--- src/rtl/ex_div_pkg.sv ---
// Shared constants and state encoding for the execute-stage divider.
package ex_div_pkg;
  localparam int RegBus       = 32;
  localparam int DoubleRegBus = 64;

  localparam logic              RstEnable         = 1'b1;
  localparam logic              DivResultReady    = 1'b1;
  localparam logic              DivResultNotReady = 1'b0;
  localparam logic              DivStart          = 1'b1;
  localparam logic              DivStop           = 1'b0;
  localparam logic [RegBus-1:0] ZeroWord          = '0;

  typedef enum logic [1:0] {
    DivFree   = 2'b00,
    DivByZero = 2'b01,
    DivOn     = 2'b10,
    DivEnd    = 2'b11
  } div_state_e;
endpackage

--- src/rtl/ex_div_if.sv ---
// EX <-> divider handshake: operands and start/annul in, {remainder, quotient} and ready out.
interface ex_div_if;
  import ex_div_pkg::*;

  logic                    signed_div_i;
  logic [RegBus-1:0]       opdata1_i;
  logic [RegBus-1:0]       opdata2_i;
  logic                    start_i;
  logic                    annul_i;
  logic [DoubleRegBus-1:0] result_o;
  logic                    ready_o;

  modport master (
    output signed_div_i, opdata1_i, opdata2_i, start_i, annul_i,
    input  result_o, ready_o
  );

  modport slave (
    input  signed_div_i, opdata1_i, opdata2_i, start_i, annul_i,
    output result_o, ready_o
  );
endinterface

--- src/rtl/ex_div_step.sv ---
// One radix-2 restoring step: trial-subtract the divisor from the top 33 bits, shift in the quotient bit.
module div_step
  import ex_div_pkg::*;
(
  input  logic [DoubleRegBus:0] dividend_i,
  input  logic [RegBus-1:0]     divisor_i,
  output logic [DoubleRegBus:0] dividend_o
);
  logic [RegBus:0] diff;

  // Partial remainder is always < divisor, so a set MSB here means a borrow.
  assign diff = dividend_i[DoubleRegBus:RegBus] - {1'b0, divisor_i};

  always_comb begin
    dividend_o = {dividend_i[DoubleRegBus-1:0], 1'b0};
    if (!diff[RegBus])
      dividend_o = {diff[RegBus-1:0], dividend_i[RegBus-1:0], 1'b1};
  end
endmodule

--- src/rtl/ex_div.sv ---
// Multi-cycle 32-bit restoring divider (DIV/DIVU), one quotient bit per clock.
// Signed support is built only when DIV_SIGNED_EN is defined; otherwise all operations are unsigned.
module ex_div
  import ex_div_pkg::*;
(
  input  logic     clk,
  input  logic     rst,
  ex_div_if.slave  div_if
);
  div_state_e              state_q;
  logic [5:0]              cnt_q;
  logic [DoubleRegBus:0]   dividend_q;
  logic [DoubleRegBus:0]   dividend_d;
  logic [RegBus-1:0]       divisor_q;
  logic [DoubleRegBus-1:0] result_q;
  logic                    ready_q;

  logic [RegBus-1:0]       op1_abs, op2_abs;
  logic [RegBus-1:0]       quo_fix, rem_fix;
  logic [RegBus-1:0]       quo_raw, rem_raw;

  assign quo_raw = dividend_q[RegBus-1:0];
  assign rem_raw = dividend_q[DoubleRegBus:RegBus+1];

`ifdef DIV_SIGNED_EN
  logic neg1, neg2;
  logic sign1_q, sign2_q;

  assign neg1    = div_if.signed_div_i & div_if.opdata1_i[RegBus-1];
  assign neg2    = div_if.signed_div_i & div_if.opdata2_i[RegBus-1];
  assign op1_abs = neg1 ? (~div_if.opdata1_i + 1'b1) : div_if.opdata1_i;
  assign op2_abs = neg2 ? (~div_if.opdata2_i + 1'b1) : div_if.opdata2_i;
  // Quotient sign follows the operand signs; remainder follows the dividend.
  assign quo_fix = (sign1_q ^ sign2_q) ? (~quo_raw + 1'b1) : quo_raw;
  assign rem_fix = sign1_q ? (~rem_raw + 1'b1) : rem_raw;
`else
  assign op1_abs = div_if.opdata1_i;
  assign op2_abs = div_if.opdata2_i;
  assign quo_fix = quo_raw;
  assign rem_fix = rem_raw;
`endif

  div_step u_step (
    .dividend_i (dividend_q),
    .divisor_i  (divisor_q),
    .dividend_o (dividend_d)
  );

  always_ff @(posedge clk) begin
    if (rst == RstEnable) begin
      state_q    <= DivFree;
      cnt_q      <= '0;
      dividend_q <= '0;
      divisor_q  <= '0;
      result_q   <= '0;
      ready_q    <= DivResultNotReady;
`ifdef DIV_SIGNED_EN
      sign1_q    <= 1'b0;
      sign2_q    <= 1'b0;
`endif
    end else begin
      case (state_q)
        DivFree: begin
          if (div_if.start_i == DivStart && !div_if.annul_i) begin
            if (div_if.opdata2_i == ZeroWord) begin
              state_q <= DivByZero;
            end else begin
              state_q    <= DivOn;
              cnt_q      <= '0;
              dividend_q <= {ZeroWord, op1_abs, 1'b0};
              divisor_q  <= op2_abs;
`ifdef DIV_SIGNED_EN
              sign1_q    <= neg1;
              sign2_q    <= neg2;
`endif
            end
          end else begin
            ready_q  <= DivResultNotReady;
            result_q <= '0;
          end
        end
        DivByZero: begin
          dividend_q <= '0;
          result_q   <= '0;
          ready_q    <= DivResultReady;
          state_q    <= DivEnd;
        end
        DivOn: begin
          if (div_if.annul_i) begin
            state_q  <= DivFree;
            cnt_q    <= '0;
            result_q <= '0;
            ready_q  <= DivResultNotReady;
          end else if (cnt_q != 6'd32) begin
            dividend_q <= dividend_d;
            cnt_q      <= cnt_q + 6'd1;
          end else begin
            result_q <= {rem_fix, quo_fix};
            ready_q  <= DivResultReady;
            cnt_q    <= '0;
            state_q  <= DivEnd;
          end
        end
        DivEnd: begin
          if (div_if.start_i == DivStop) begin
            state_q  <= DivFree;
            ready_q  <= DivResultNotReady;
            result_q <= '0;
          end
        end
        default: state_q <= DivFree;
      endcase
    end
  end

  assign div_if.result_o = result_q;
  assign div_if.ready_o  = ready_q;
endmodule

--- src/flat_wrapper.sv ---
// flat-port wrapper written by rule: the top's interface ports become plain ports
module ex_div_flat import ex_div_pkg::*;
  (clk, rst, div_if_signed_div_i, div_if_opdata1_i, div_if_opdata2_i, div_if_start_i, div_if_annul_i, div_if_result_o, div_if_ready_o);
  ex_div_if div_if_i ();
  input  logic clk;
  input  logic rst;
  input wire logic [$bits(div_if_i.signed_div_i)-1:0] div_if_signed_div_i;
  input wire logic [$bits(div_if_i.opdata1_i)-1:0] div_if_opdata1_i;
  input wire logic [$bits(div_if_i.opdata2_i)-1:0] div_if_opdata2_i;
  input wire logic [$bits(div_if_i.start_i)-1:0] div_if_start_i;
  input wire logic [$bits(div_if_i.annul_i)-1:0] div_if_annul_i;
  output wire logic [$bits(div_if_i.result_o)-1:0] div_if_result_o;
  output wire logic [$bits(div_if_i.ready_o)-1:0] div_if_ready_o;
  assign div_if_i.signed_div_i = div_if_signed_div_i;
  assign div_if_i.opdata1_i = div_if_opdata1_i;
  assign div_if_i.opdata2_i = div_if_opdata2_i;
  assign div_if_i.start_i = div_if_start_i;
  assign div_if_i.annul_i = div_if_annul_i;
  assign div_if_result_o = div_if_i.result_o;
  assign div_if_ready_o = div_if_i.ready_o;
  ex_div u_core (.clk(clk), .rst(rst), .div_if(div_if_i));
endmodule
--- config.mk ---
export PLATFORM = sky130hd
export DESIGN_NAME = ex_div_flat
export DESIGN_NICKNAME = d
export VERILOG_FILES = /design/src/rtl/ex_div_pkg.sv /design/src/rtl/ex_div_if.sv /design/src/rtl/ex_div_step.sv /design/src/rtl/ex_div.sv /design/src/flat_wrapper.sv
export SDC_FILE = /design/constraint.sdc
export NUM_CORES = 1
export LEC_CHECK = 0
export BUFFER_PORTS_ARGS = -buffer_cell sky130_fd_sc_hd__buf_2
export CAP_MARGIN = 20
export CORE_AREA = 2 2 132 199
export DETAILED_ROUTE_END_ITERATION = 12
export DIE_AREA = 0 0 134 201
export PLACE_DENSITY_LB_ADDON = 0.15
export SYNTH_ARGS = -nofsm -noshare
export SYNTH_HDL_FRONTEND = slang
export SYNTH_SLANG_ARGS = --single-unit
--- constraint.sdc ---
create_clock -name clk -period 7.2 [get_ports clk]
set_input_delay 1.44 -clock clk [delete_from_list [all_inputs] [get_ports clk]]
set_output_delay 1.44 -clock clk [all_outputs]
set_load 0.01 [all_outputs]
## Word level (Yosys, flattened, before mapping)

Cells that the tools add are included.

| operators by class | value |
|---|---|
| add/sub/neg operators | 2 |
| equality and inequality tests | 11 |
| multiplexer cells | 27 |
| bitwise operators | 1 |
| reduce and logical (&&, ||, !) cells | 11 |

Operator list:

| cell | number |
|---|---|
| $mux W65 | 5 |
| $mux W64 | 4 |
| $pmux W64 S4 | 1 |
| $pmux W65 S3 | 1 |
| $sub A33 B32 Y33 | 1 |
| $logic_not A32 Y1 | 1 |
| $mux W6 | 4 |
| $pmux W6 S2 | 1 |
| $reduce_and A3 Y1 | 4 |
| $mux W2 | 5 |
| $ne A2 B2 Y1 const B | 4 |
| $pmux W2 S4 | 1 |
| $add A6 B1 Y6 const B | 1 |
| $ne A6 B6 Y1 const B | 1 |
| $reduce_and A5 Y1 | 1 |
| $eq A2 B2 Y1 const B | 2 |
| $mux W1 | 4 |
| $ne A2 B1 Y1 const B | 2 |
| $pmux W1 S4 | 1 |
| $ne A3 B3 Y1 const B | 1 |
| $reduce_bool A3 Y1 | 1 |
| $eq A2 B1 Y1 const B | 1 |
| $logic_not A2 Y1 | 1 |
| $reduce_bool A2 Y1 | 1 |
| other kinds (3) | 3 |

| storage, ports and cells | value |
|---|---|
| register bits after elaboration | 170 |
| input port bits | 69 |
| output and inout bits | 65 |

## Depth between registers and ports, before layout

| depth | value |
|---|---|
| word-level depth | 5 |
| depth in mapped cells | 14 |

## Hierarchy

From an unflattened synthesis, not the netlist that was laid out.

| unflattened totals | value |
|---|---|
| cell total of the unflattened synthesis | 1112 |
| area total of the unflattened synthesis | 9442.8 µm² |

Modules (own cells, without submodules):

| module | times used | cells each | area each (µm²) | sequential area each (µm²) |
|---|---|---|---|---|
| ex_div | 1 | 775 | 6844.1 | 3403.3 |
| div_step | 1 | 337 | 2598.7 | 0.0 |

## Worst setup path after synthesis

Ideal clock, no wire load.

| timing | value |
|---|---|
| path type | input -> register |
| start point | in div_if_opdata2_i[24] |
| end point | reg u_core.divisor_q[11] |
| setup time | 128 ps |
| data arrival time | 3057 ps |
| setup slack | 4016 ps |
| stages on the path | 8 |
| buffers on the path | 2 |
| path through | nor4_1 > nand4_1 > o21ai_0 > or2_2 > clkbuf_1 > buf_1 > mux2i_1 > nor2_1 |

| between the ends | value |
|---|---|
| cells in the longest elaborated chain, start to end | 3 |

RTL lines:

| what | RTL line | source |
|---|---|---|
| start: declaration | flat_wrapper.sv:9 | `input wire logic [$bits(div_if_i.opdata2_i)-1:0] div_if_opdata2_i;` |
| $logic_not A32 Y1 | ex_div.sv:65 | `if (div_if.opdata2_i == ZeroWord) begin` |
| $not A1 Y1 (no line) | - |  |
| $reduce_and A3 Y1 (no line) | - |  |
| end signal: assignment | ex_div.sv:71 | `divisor_q <= op2_abs;` |
| end: declaration | ex_div.sv:14 | `logic [RegBus-1:0] divisor_q;` |

Every way passes these cells.
A chain may end at the register's enable or synchronous reset.

## Worst setup path in the final report

| timing | value |
|---|---|
| start point | in div_if_opdata2_i[23] |
| end point | reg u_core.cnt_q[2] |

| between the ends | value |
|---|---|
| cells in the longest elaborated chain, start to end | 3 |

RTL lines:

| what | RTL line | source |
|---|---|---|
| $logic_not A32 Y1 | ex_div.sv:65 |  |
| $ne A2 B2 Y1 (no line) | - |  |
| $reduce_and A3 Y1 (no line) | - |  |
| end signal: assignment | ex_div.sv:96 | `cnt_q <= cnt_q + 6'd1;` |
| end: declaration | ex_div.sv:11 | `logic [5:0] cnt_q;` |

Every way passes these cells.

==> results.md <==
* Status: finished, final reports clean
* Synth cell types at 64
* Cts repair resizes at 0
* Syn_area_per_cell at 7.93 um2
* Top-level I/O count at 134
* Die area at 26900 um2
* TritonCTS clock tree: done
* Clock Skews at 0.0102 ns
* Int Power at 0.00190 W
* Cells after DPL at 1496
* Clk buf depth at 2
* I/O Buffers at 132
* Fin Setup TNS at 0 ns
* Clock transition at the registers of the reported paths at 0.06 ns
* Worst hold-check path type: flop to flop
* Vias in the first global route at 7962
* Drt first-iter violations at 394
* Simple logic cell fraction of the synthesized area at 24.5%
* Slew @ Worst Pin at 1.13 ns
* Final layout net count at 1291
* Commonest non-fill, non-tap cell in the layout: dfxtp_1
* H-tree depth at 4
* Flop pwr share at 36.2%
* Fin crit share at 59.6%
* Tmin final at 4.29 ns
* CP arrival at 4.59 ns
* Main synth FF type: dfxtp_1
* Ys Warns at 0
* Post-synth EDFFs at 0
* DRT Pass-1 Iters at 5
* Worst vdd ir at 0.188 mV
* Initial antenna violation count at 0
* Finished Layout Cells at 1525
* Initial core utilization at 34.4%
* Vias at 8029
* Drc violations at 0
* Net switching fraction of the power at 39.3%
* Most frequent cells in the layout: dfxtp_1 (170), nand3_1 (168), nand2_1 (154), buf_2 (131), a21oi_1 (100)
* Max-cap violation count at 0
* Grt ovf at 0
* Clock Tree Root: clkbuf_16
* First-pass GRT wire length at 41.7 mm
* Comb pwr share at 35.6%
* Clock Power Share at 28.2%
* Routability cong. at 0.838
* # rows at 72
* Count of final setup violators at 0
* Critical path launch point type: input port
* Synth Instances at 1099
* CP Class: input port to flop
* Synthesized-area fraction occupied by adder cells at 5.83%
* CP required at 7.50 ns
* Number of diodes at 0
* Post-CTS Setup Bufs at 0
* Mux contribution to synthesized area at 3.90%
* Largest net degree at the start of global routing at 94
* Vias per cell at 5.26
* Share of cells above drive strength 1 at 16.0%
* #FFs+latches synth at 170
* Vert. Die Dim at 201 um
* Clock sinks at 170
* Cell area power density at 310 nW/um2
* DPL Wire Length at 17.2 mm
* Final wirelength at 25.5 mm
* RSZ-0062 raised after global routing: false
* Sequential fraction of the synthesis area at 39.0%
* Clk_lat worst skew at 0.44 ns
* XOR/XNOR share of the synthesized area at 3.24%
* Post-route ant nets at 0
* LEAKAGE at 4.27 nW
* Syn nets at 1208
* Fmax at 0.233 GHz
* Synth Cell Area at 8720 um2
* Ys async rst share at 0%
* GRT Total Usage at 19.3%
* Synth-to-layout area growth at 15.9%
* DR WL/cell at 16.7 um
* CTS Buf Count at 17
* Die X at 134 um
* Final Max Tran Viols at 0
* Compound-gate portion of the synthesized area at 17.7%
* Psw at 0.00123 W
* Final Hold Fails at 0
* Critical Path Sink Type: flop
* Core Box Area at 25300 um2
* CP Max Fanout at 33
* Slew margin rel. at 24.4%
* Main combinational cell family by area after synthesis: simple AND/OR/NAND/NOR gates
* Hold-fix buffers at CTS at 0
layer usage:
metal / GRT usage (%) / vias up / wire length, um
met4: 5.43 / 0 / 325
li1: - / 4043 / -
met1: 22.3 / 3819 / 10800
met2: 35.8 / 146 / 13400
met3: 3.91 / 21 / 1060
met5: 0 / - / 0
cells by family after synthesis:
group,Yosys count
AOI/OAI and AO/OA,231
xor gates and xnor gates,28
adders and majority gates,40
buffers and inverters,121
DFF,170
muxes,34
and+or+nand+nor,475
synthesized netlist by cell type (4+ instances only):
| cell | n | share of area [%] |
|---|---|---|
| a21o_1 | 11 | 0.95 |
| a21oi_1 | 100 | 5.7 |
| a311oi_1 | 34 | 3.4 |
| a31oi_1 | 4 | 0.29 |
| a32oi_1 | 8 | 0.80 |
| and2_1 | 6 | 0.43 |
| and3_1 | 8 | 0.57 |
| buf_1 | 11 | 0.47 |
| buf_2 | 6 | 0.34 |
| buf_6 | 5 | 0.65 |
| clkbuf_1 | 56 | 2.4 |
| dfxtp_1 | 170 | 39 |
| ha_1 | 39 | 5.6 |
| inv_1 | 42 | 1.8 |
| mux2i_1 | 34 | 3.9 |
| nand2_1 | 155 | 6.7 |
| nand3_1 | 168 | 9.6 |
| nand4_1 | 7 | 0.50 |
| nor2_1 | 96 | 4.1 |
| nor2b_1 | 5 | 0.36 |
| nor3_1 | 5 | 0.29 |
| nor4_1 | 9 | 0.65 |
| o2111ai_1 | 4 | 0.40 |
| o211ai_1 | 4 | 0.34 |
| o21a_1 | 5 | 0.43 |
| o21ai_0 | 25 | 1.4 |
| xnor2_1 | 12 | 1.2 |
| xor2_1 | 14 | 1.4 |
worst max-delay path: stages:
cell and delay (ns):
buf_2 0.11, nor4_1 0.44, nand4_1 0.36, o21ai_0 0.30, or2_2 0.91, a21boi_1 0.61
nor2_1 0.20, nand3b_1 0.14, a21oi_1 0.07
layout make-up:
| class | count | area, um2 |
|---|---|---|
| tap | 333 | 417 |
| multi-input combinational | 808 | 4840 |
| timing repair buffer | 142 | 738 |
| clock buffer | 22 | 474 |
| inverter | 43 | 161 |
| fill | 2689 | 15200 |
| clock inverter | 7 | 70.1 |
| sequential | 170 | 3400 |
power groups by stage:
stage,clock (W),sequential (W),combinational (W)
2_1_floorplan,0,0.00113,0.000858
3_3_place_gp,0,0.00115,0.00112
3_5_place_dp,0,0.00115,0.00113
4_1_cts,0.000906,0.00113,0.00113
5_1_grt,0.000947,0.00115,0.00125
6_report,0.000884,0.00113,0.00112
registers in the layout, summed over array words and instances (netlist names):
signal	flops
u_core.div_if.ready_o	1
u_core.cnt_q	6
u_core.divisor_q	32
u_core.state_q	2
u_core.dividend_q	65
u_core.div_if.result_o	64
stage by stage:
step	area, um2	hold slack, ns	total power, W	util, %	setup slack, ns
after floorplan	8720	0.460	0.00199	-	4.02
after global placement	9560	0.437	0.00228	37.8	2.37
after detailed placement	9560	0.441	0.00228	37.8	2.34
after CTS	10100	0.450	0.00317	39.9	2.80
after global routing	10100	0.462	0.00334	39.9	2.67
final	10100	0.447	0.00314	39.9	2.91
path summary, 6_finish.rpt:
check                                                 from                         end  slack [ns]  cells after the start
worst max-delay path                  div_if_opdata2_i[23]             u_core.cnt_q[2]        2.91                      9
worst min-delay path            u_core.div_if.result_o[47]  u_core.div_if.result_o[47]        0.45                      2
worst max register to register       u_core.dividend_q[32]       u_core.dividend_q[33]        3.47                     13
worst min register to register  u_core.div_if.result_o[47]  u_core.div_if.result_o[47]        0.45                      2
Power figures use the tool's default switching activity.
